==> src/rtl/hazard_pkg.sv <==
// Shared types for the pipeline hazard controller: forwarding selects,
// memory-wait FSM states and the load encoding of ResultSrcE.
package hazard_pkg;

  typedef enum logic [1:0] {
    FWD_RF  = 2'b00,
    FWD_WB  = 2'b01,
    FWD_MEM = 2'b10
  } fwd_sel_t;

  typedef enum logic {
    MEM_IDLE,
    MEM_WAIT
  } mem_state_t;

  localparam logic [1:0] RESULT_SRC_LOAD = 2'b01;

  // The Memory stage holds the younger value, so it wins over Writeback.
  function automatic fwd_sel_t fwd_select(input logic mem_hit, input logic wb_hit);
    if (mem_hit)     return FWD_MEM;
    else if (wb_hit) return FWD_WB;
    else             return FWD_RF;
  endfunction

endpackage

==> src/rtl/sat_counter.sv <==
// Event counter that sticks at all-ones instead of wrapping.
module sat_counter #(
  parameter int CNT_WIDTH = 32
) (
  input  logic                 clk_i,
  input  logic                 rst_i,
  input  logic                 en_i,
  output logic [CNT_WIDTH-1:0] count_o
);

  always_ff @(posedge clk_i) begin
    if (rst_i)
      count_o <= '0;
    else if (en_i && (count_o != '1))
      count_o <= count_o + CNT_WIDTH'(1);
  end

endmodule

==> src/rtl/hazard_ctrl.sv <==
// Hazard controller for the 5-stage core: forwarding, stall/flush generation,
// multi-cycle data-memory wait tracking and saturating perf counters.
module hazard_ctrl
  import hazard_pkg::*;
#(
  parameter int REGISTER_ADDRESS_WIDTH = 5,
  parameter int CNT_WIDTH              = 32,
  parameter int MEM_TIMEOUT            = 64
) (
  input  logic                              clk_i,
  input  logic                              rst_i,
  input  logic [REGISTER_ADDRESS_WIDTH-1:0] Rs1D_i,
  input  logic [REGISTER_ADDRESS_WIDTH-1:0] Rs2D_i,
  input  logic [REGISTER_ADDRESS_WIDTH-1:0] Rs1E_i,
  input  logic [REGISTER_ADDRESS_WIDTH-1:0] Rs2E_i,
  input  logic [REGISTER_ADDRESS_WIDTH-1:0] RdE_i,
  input  logic [1:0]                        ResultSrcE_i,
  input  logic                              PCSrcE_i,
  input  logic [REGISTER_ADDRESS_WIDTH-1:0] RdM_i,
  input  logic                              RegWriteM_i,
  input  logic                              MemReqM_i,
  input  logic                              MemReadyM_i,
  input  logic [REGISTER_ADDRESS_WIDTH-1:0] RdW_i,
  input  logic                              RegWriteW_i,
  output logic                              StallF_o,
  output logic                              StallD_o,
  output logic                              StallE_o,
  output logic                              StallM_o,
  output logic                              FlushD_o,
  output logic                              FlushE_o,
  output logic                              FlushW_o,
  output logic [1:0]                        ForwardAE_o,
  output logic [1:0]                        ForwardBE_o,
  output logic [CNT_WIDTH-1:0]              StallCycles_o,
  output logic [CNT_WIDTH-1:0]              FlushCount_o,
  output logic                              MemTimeout_o
);

  localparam int              WAIT_W   = $clog2(MEM_TIMEOUT + 1);
  localparam logic [WAIT_W-1:0] WAIT_MAX = WAIT_W'(MEM_TIMEOUT);

  logic mem_hit_a, wb_hit_a, mem_hit_b, wb_hit_b;
  logic lw_stall, mem_stall;

  assign mem_hit_a = RegWriteM_i && (RdM_i == Rs1E_i) && (RdM_i != '0);
  assign wb_hit_a  = RegWriteW_i && (RdW_i == Rs1E_i) && (RdW_i != '0);
  assign mem_hit_b = RegWriteM_i && (RdM_i == Rs2E_i) && (RdM_i != '0);
  assign wb_hit_b  = RegWriteW_i && (RdW_i == Rs2E_i) && (RdW_i != '0);

  assign ForwardAE_o = fwd_select(mem_hit_a, wb_hit_a);
  assign ForwardBE_o = fwd_select(mem_hit_b, wb_hit_b);

  assign lw_stall  = (ResultSrcE_i == RESULT_SRC_LOAD) && (RdE_i != '0) &&
                     ((Rs1D_i == RdE_i) || (Rs2D_i == RdE_i));
  assign mem_stall = MemReqM_i && !MemReadyM_i;

  // A memory wait freezes the whole front of the pipe; branch and load-use
  // hazards are simply ignored until the access completes.
  always_comb begin
    StallF_o = 1'b0;
    StallD_o = 1'b0;
    StallE_o = 1'b0;
    StallM_o = 1'b0;
    FlushD_o = 1'b0;
    FlushE_o = 1'b0;
    FlushW_o = 1'b0;
    if (mem_stall) begin
      StallF_o = 1'b1;
      StallD_o = 1'b1;
      StallE_o = 1'b1;
      StallM_o = 1'b1;
      FlushW_o = 1'b1;
    end else begin
      StallF_o = lw_stall && !PCSrcE_i;
      StallD_o = lw_stall && !PCSrcE_i;
      FlushD_o = PCSrcE_i;
      FlushE_o = PCSrcE_i || lw_stall;
    end
  end

  mem_state_t        state_q, state_d;
  logic [WAIT_W-1:0] wait_q, wait_d;
  logic              timeout_q, timeout_d;

  always_ff @(posedge clk_i) begin
    if (rst_i) begin
      state_q   <= MEM_IDLE;
      wait_q    <= '0;
      timeout_q <= 1'b0;
    end else begin
      state_q   <= state_d;
      wait_q    <= wait_d;
      timeout_q <= timeout_d;
    end
  end

  // The wait counter holds the number of stalled cycles already spent; once
  // it has saturated, any further stalled cycle trips the sticky timeout.
  always_comb begin
    state_d   = state_q;
    wait_d    = wait_q;
    timeout_d = timeout_q;
    case (state_q)
      MEM_IDLE: begin
        if (mem_stall) begin
          state_d = MEM_WAIT;
          wait_d  = WAIT_W'(1);
        end
      end
      MEM_WAIT: begin
        if (!MemReqM_i || MemReadyM_i) begin
          state_d = MEM_IDLE;
        end else if (wait_q == WAIT_MAX) begin
          timeout_d = 1'b1;
        end else begin
          wait_d = wait_q + WAIT_W'(1);
        end
      end
      default: state_d = MEM_IDLE;
    endcase
  end

  assign MemTimeout_o = timeout_q;

  sat_counter #(.CNT_WIDTH(CNT_WIDTH)) u_stall_cnt (
    .clk_i   (clk_i),
    .rst_i   (rst_i),
    .en_i    (StallF_o || StallD_o || StallE_o || StallM_o),
    .count_o (StallCycles_o)
  );

  sat_counter #(.CNT_WIDTH(CNT_WIDTH)) u_flush_cnt (
    .clk_i   (clk_i),
    .rst_i   (rst_i),
    .en_i    (PCSrcE_i && !mem_stall),
    .count_o (FlushCount_o)
  );

endmodule

==> config.mk <==
export PLATFORM = sky130hd
export DESIGN_NAME = hazard_ctrl
export DESIGN_NICKNAME = d
export VERILOG_FILES = /design/src/rtl/hazard_pkg.sv /design/src/rtl/sat_counter.sv /design/src/rtl/hazard_ctrl.sv
export SDC_FILE = /design/constraint.sdc
export NUM_CORES = 1
export LEC_CHECK = 0
export ABC_AREA = 1
export CAP_MARGIN = 20
export CELL_PAD_IN_SITES_DETAIL_PLACEMENT = 0
export CELL_PAD_IN_SITES_GLOBAL_PLACEMENT = 1
export CORE_ASPECT_RATIO = 1.1
export CORE_MARGIN = 4
export CORE_UTILIZATION = 37
export CTS_BUF_LIST = sky130_fd_sc_hd__clkbuf_8
export CTS_CLUSTER_DIAMETER = 100
export DETAILED_ROUTE_END_ITERATION = 6
export GPL_ROUTABILITY_DRIVEN = 0
export PLACE_DENSITY_LB_ADDON = 0.08
export REMOVE_ABC_BUFFERS = 1
export SETUP_SLACK_MARGIN = 0.3
export SLEW_MARGIN = 20
export SYNTH_ARGS = -nofsm -noshare
export SYNTH_HDL_FRONTEND = slang
export SYNTH_SLANG_ARGS = --single-unit
==> constraint.sdc <==
create_clock -name clk_i -period 4.6 [get_ports clk_i]
set_input_delay 0.92 -clock clk_i [delete_from_list [all_inputs] [get_ports clk_i]]
set_output_delay 0.92 -clock clk_i [all_outputs]
set_load 0.03 [all_outputs]
==> flow_summary.ini <==
[clock_network]
cts_root_buf = clkbuf_8
cts_setup_buffers = 0
post_cts_resized = 0
clk_pin_slew_ps = 80
clock_path_buffers = 2
cts_tree = yes
htree_levels = 3
cts_sinks = 73
cts_made_buffers = 9
cts_hold_buffers = 0
clk-insertion-delay-late_ps = 360

[sta]
finalCritPeriodShare_pct = 82.1
final-max-slew-violation-count = 0
rsz0062_at_grt = false
setup_tns_ps = 0
finalHoldViolations = 0
worst_slack_ps = 825
finClkSkew_ps = 8.89
final.min_clock_period_ps = 3780
slew_headroom_pct = 35.5
fmax_mhz = 265
setup_viol = 0
worst_slew_pin_slew_ps = 966

[setup_path]
critical_path_arrival_ps = 2860
start_kind = primary input
end_kind = output port
crit_type = in -> out
timing.rr.start = u_flush_cnt.count_o[0]
crit_required_ps = 3680
rrSetupSlack_ps = 1880
critical_path.max_fanout = 3
reg2reg_to = u_flush_cnt.count_o[21]
reg2reg_depth = 11

[detailed_routing]
vias = 5185
wl_per_cell_um = 13.2
first_iter_violations = 263
route.detailed.drc = 0
vias_per_cell = 4.91
ant_nets = 0
dr.pass1.iters = 5
wl_mm = 13.9

[power]
finalPower_w = 0.00136
ir_drop_uv = 110
p_leak_nw = 2.42
power.density_nw_per_um2 = 216

[floorplanning]
std_cell_rows = 43
initial_core_util_pct = 37.9
core-area_um2 = 12600
boundaryPins = 120
die_area_um2 = 14800
die_w_um = 116
die_h_um = 127

[min_path]
hold_path_depth = 1
hold_end = wait_q[0]
hp-start = state_q
min_path_type = reg -> reg

[synth]
synth_edf_count = 0
ys_seq_elements = 73
synth_flop_cell = dfxtp_1
ys_top_cells_by_area = dfxtp_1 31%, nand2_1 17%, nor2_1 11%, inv_1 6.7%, a21oi_1 6.0%
syn_area_um2 = 4790
synth_top_area_share_pct = 30.5
yosys-top-cells-count = 212 x nand2_1, 141 x nor2_1, 86 x inv_1
synth-seq-area-share_pct = 30.5
syn_inst = 784
synth_warnings = 0
yosysTopAreaCell = dfxtp_1
syn_area_per_cell_um2 = 6.11
yosysMostFrequentCell = nand2_1
async_flop_share_pct = 0
yosysUniqueCellTypes = 39

[grt]
grt_pass1_vias = 5058
grt_pass1_wl_mm = 23.5
gr-total-overflow = 0
antenna_found_initial = 0
gr-usage-all-layers_pct = 19.3
grt_max_degree = 64

[outcome]
status = completed

[final_layout]
drive_above_1_share_pct = 4.57
finalNonFillerCells = 1055
nNetsFinal = 941
antenna-diode-count = 0
syn_to_final_growth_pct = 31.0

[place]
placed_cells = 1039
post-dp-hpwl_mm = 10.5
pre_cts_slack_ps = 857
port_buffers = 119

[job]
drv_cap = 0
cell type report:
type,count,area [um2]
Clock buffer,11,151
Multi-Input combinational cell,595,2850
Fill cell,1353,6370
Timing Repair Buffer,122,1210
Sequential cell,73,1460
Clock inverter,5,55.1
Tap cell,157,196
Inverter,92,345
registers in the layout, summed over array words and instances, names as in the netlist:
name                 flops
MemTimeout_o             1
u_flush_cnt.count_o     32
u_stall_cnt.count_o     32
wait_q                   7
state_q                  1
where the power goes:
| group | leakage, nW | internal [W] | total, W | switching (W) |
|---|---|---|---|---|
| combinational | 1.73 | 0.0000753 | 0.000171 | 0.0000957 |
| clock | 0.107 | 0.000279 | 0.000543 | 0.000264 |
| sequential | 0.589 | 0.000636 | 0.000643 | 0.00000650 |
critical path, stage by stage:
cell and delay, ps:
clkdlybuf4s50_1 490, inv_1 80, nand2_1 60, o21ai_0 80, nor4_1 290, o2111ai_1 140, nor2_1 120, clkdlybuf4s50_1 680
worst max path at each step:
stage / startpoint / end / depth (start not counted)
floorplan: MemReqM_i / StallD_o / 4
global placement: RdM_i[3] / ForwardAE_o[1] / 5
detailed placement: RdE_i[2] / StallF_o / 10
CTS: RdM_i[2] / ForwardAE_o[1] / 6
global route: RdW_i[4] / ForwardBE_o[0] / 8
finish: RdW_i[4] / ForwardBE_o[0] / 8
kinds of logic (layout without fill, tap and decap cells):
family	count (synthesis)	in the layout	synth area share, %
adders and majority gates	4	4	1.04
AOI/OAI and AO/OA	84	84	9.69
buffers and inverters	116	230	9.98
xor gates and xnor gates	38	38	6.95
DFF	73	73	30.5
and+or+nand+nor	469	469	41.8
metrics by stage:
stage / instance area [um2] / hold slack (ps) / util (%)
global placement: 6070 / 458 / 48.0
global route: 6280 / 498 / 49.6
finish: 6280 / 470 / 49.6
floorplan: 4660 / 445 / -
CTS: 6280 / 465 / 49.6
detailed placement: 6070 / 461 / 48.0
per-layer routing:
metal | wire length, um | part of all wire, % | GRT usage (%)
met2 | 6790 | 49 | 33.5
met4 | 187 | 1.3 | 5.80
met3 | 557 | 4.0 | 2.98
met1 | 6380 | 46 | 24.5
met5 | 0 | 0 | 0
cell usage in the layout (no fill, tap or decap), types with 4 or more instances in the layout:
cell type | synthesis | routed
nand3b_1 | 4 | 4
nand4_1 | 19 | 19
xor2_1 | 20 | 20
inv_2 | 6 | 6
clkdlybuf4s50_1 | 0 | 119
nor3b_1 | 4 | 4
nand3_1 | 54 | 54
xnor2_1 | 18 | 18
nand2_1 | 212 | 211
a21oi_2 | 4 | 4
o21ai_0 | 11 | 11
nand2_2 | 3 | 4
inv_1 | 86 | 87
nor2_1 | 141 | 141
o21ai_1 | 4 | 4
clkbuf_8 | 0 | 11
a21oi_1 | 57 | 57
ha_1 | 4 | 4
dfxtp_1 | 73 | 73
nor3_1 | 19 | 19
No activity file was read; power rests on OpenSTA's default activity.
==> RTL change: new RTL, same flow settings <==
Make the reset (`rst_i`) asynchronous in 2 clocked blocks.
--- a/src/rtl/sat_counter.sv
+++ b/src/rtl/sat_counter.sv
@@ -10,3 +10,3 @@
 
-  always_ff @(posedge clk_i) begin
+  always_ff @(posedge clk_i or posedge rst_i) begin
     if (rst_i)
--- a/src/rtl/hazard_ctrl.sv
+++ b/src/rtl/hazard_ctrl.sv
@@ -84,3 +84,3 @@
 
-  always_ff @(posedge clk_i) begin
+  always_ff @(posedge clk_i or posedge rst_i) begin
     if (rst_i) begin
Check against the original RTL: differs if rst_i is asserted again (counterexample within 4 cycles, from zero or initial values and one cycle with rst_i high); with rst_i held inactive, the same outputs for 10 cycles.
==> RTL change against the unedited design <==
Die area increased by 9.1%; clock skew increased by 0.0031 ns; sequential cell count unchanged; synthesized cell count increased by 1.4%; area after synthesis increased by 9.7%; wire length increased by 6.3%; critical path type unchanged; final area increased by 7.4%; setup slack improved by 0.049 ns.
Power is not compared: it rests on default switching activity, and its combinational part moved more than twofold at a synthesized area within 25%.
==> RTL change: results (changes against the unedited design) <==
[outcome]
status = finished clean  ; unchanged

[routing]
drtIter0Drc = 390  ; was 263
vias = 5322  ; was 5185
wl_mm = 14.8  ; was 13.9 mm

[sta]
clock.fmax_mhz = 268  ; was 265 MHz
slew_headroom = 0.518  ; was 0.355
skew_ns = 0.0120  ; was 0.00889 ns
fin_hold_ws_ns = 0.484  ; was 0.470 ns

[layout]
diodes = 0  ; unchanged
final_cell_area_sq_um = 6740  ; was 6280 sq um
drive_gt1_frac = 0.0459  ; was 0.0457
finalNetCount = 958  ; was 941
fin_cells = 1103  ; was 1055

[critical_path]
rrSetupSlack_ns = 2.15  ; was 1.88 ns
rr_worst_depth = 10  ; was 11
r2r_start = u_flush_cnt.count_o[0]  ; unchanged
crit_end = ForwardBE_o[1]  ; was ForwardBE_o[0]
arrival_ns = 2.81  ; was 2.86 ns
startpoint = RdM_i[2]  ; was RdW_i[4]
rr_endpoint = u_flush_cnt.count_o[10]  ; was u_flush_cnt.count_o[21]

[grt]
use_met1 = 0.257  ; was 0.245
grt_max_degree = 49  ; was 64
globalRouteMet2Util = 0.304  ; was 0.335
grt_antenna_before_repair = 0  ; unchanged
grt_pass1_wl_mm = 25.0  ; was 23.5 mm
grt_pass1_vias = 5156  ; was 5058
grt_usage = 0.190  ; was 0.193
grt_util_met3 = 0.0428  ; was 0.0298

[place]
dpl_cell_area_sq_um = 6570  ; was 6070 sq um
pre_cts_slack_ns = 0.887  ; was 0.857 ns
hpwl_mm = 11.4  ; was 10.5 mm

[worst_hold_path]
hold_path_class = flop to flop  ; unchanged
min_from = MemTimeout_o  ; was state_q
holdPathEnd = MemTimeout_o  ; was wait_q[0]

[job]
max-cap-violations = 0  ; unchanged

[logic_synthesis]
seq_area_frac_synth = 0.348  ; was 0.305
ys_top_cells_by_area = dfrtp_1 (35%), nand2_1 (22%), inv_1 (6.9%)  ; was dfxtp_1 (31%), nand2_1 (17%), nor2_1 (11%)
ys_types = 35  ; was 39
synth_async_sr_flop_share = 1.00  ; was 0
synthCells = 795  ; was 784
synth_commonest_cells = nand2_1 (305), inv_1 (96), nor2_1 (79), dfrtp_1 (73), nand3_1 (56)  ; was nand2_1 (212), nor2_1 (141), inv_1 (86), dfxtp_1 (73), a21oi_1 (57)
synth_ff_type = dfrtp_1  ; was dfxtp_1

[power]
internal_power_mw = 1.11
p_total_mw = 1.72

[clock_network]
post-cts-setup-buffer-count = 0  ; unchanged

RTL change: worst max-delay path, stage by stage:
cell	delay [ns]
clkdlybuf4s50_1	0.54
nor3_1	0.09
nand2_1	0.08
o211ai_1	0.10
nor4_1	0.33
clkdlybuf4s50_1	0.75
RTL change: layout make-up:
cell class | instances | area [sq um]
sequential | 73 | 1830
clock inverter | 5 | 23.8
clock buffer | 11 | 151
fill | 1439 | 7110
timing repair buffer | 122 | 1210
tap | 188 | 235
multi-input combinational | 606 | 2930
inverter | 98 | 368
RTL change: layer usage:
layer,part of all wire,vias to the layer above
met4,0.019,0
li1,-,2714
met3,0.052,21
met2,0.46,121
met5,0,-
met1,0.47,2466
RTL change: cell families (layout without fill, tap and decap cells):
group,count (synthesis),after routing,synth area share
flops,73,73,0.348
buf+inv,116,236,0.0957
xor+xnor,49,49,0.0816
fa+ha+maj,4,4,0.00952
simple gates,517,517,0.427
compound gates,36,36,0.0388
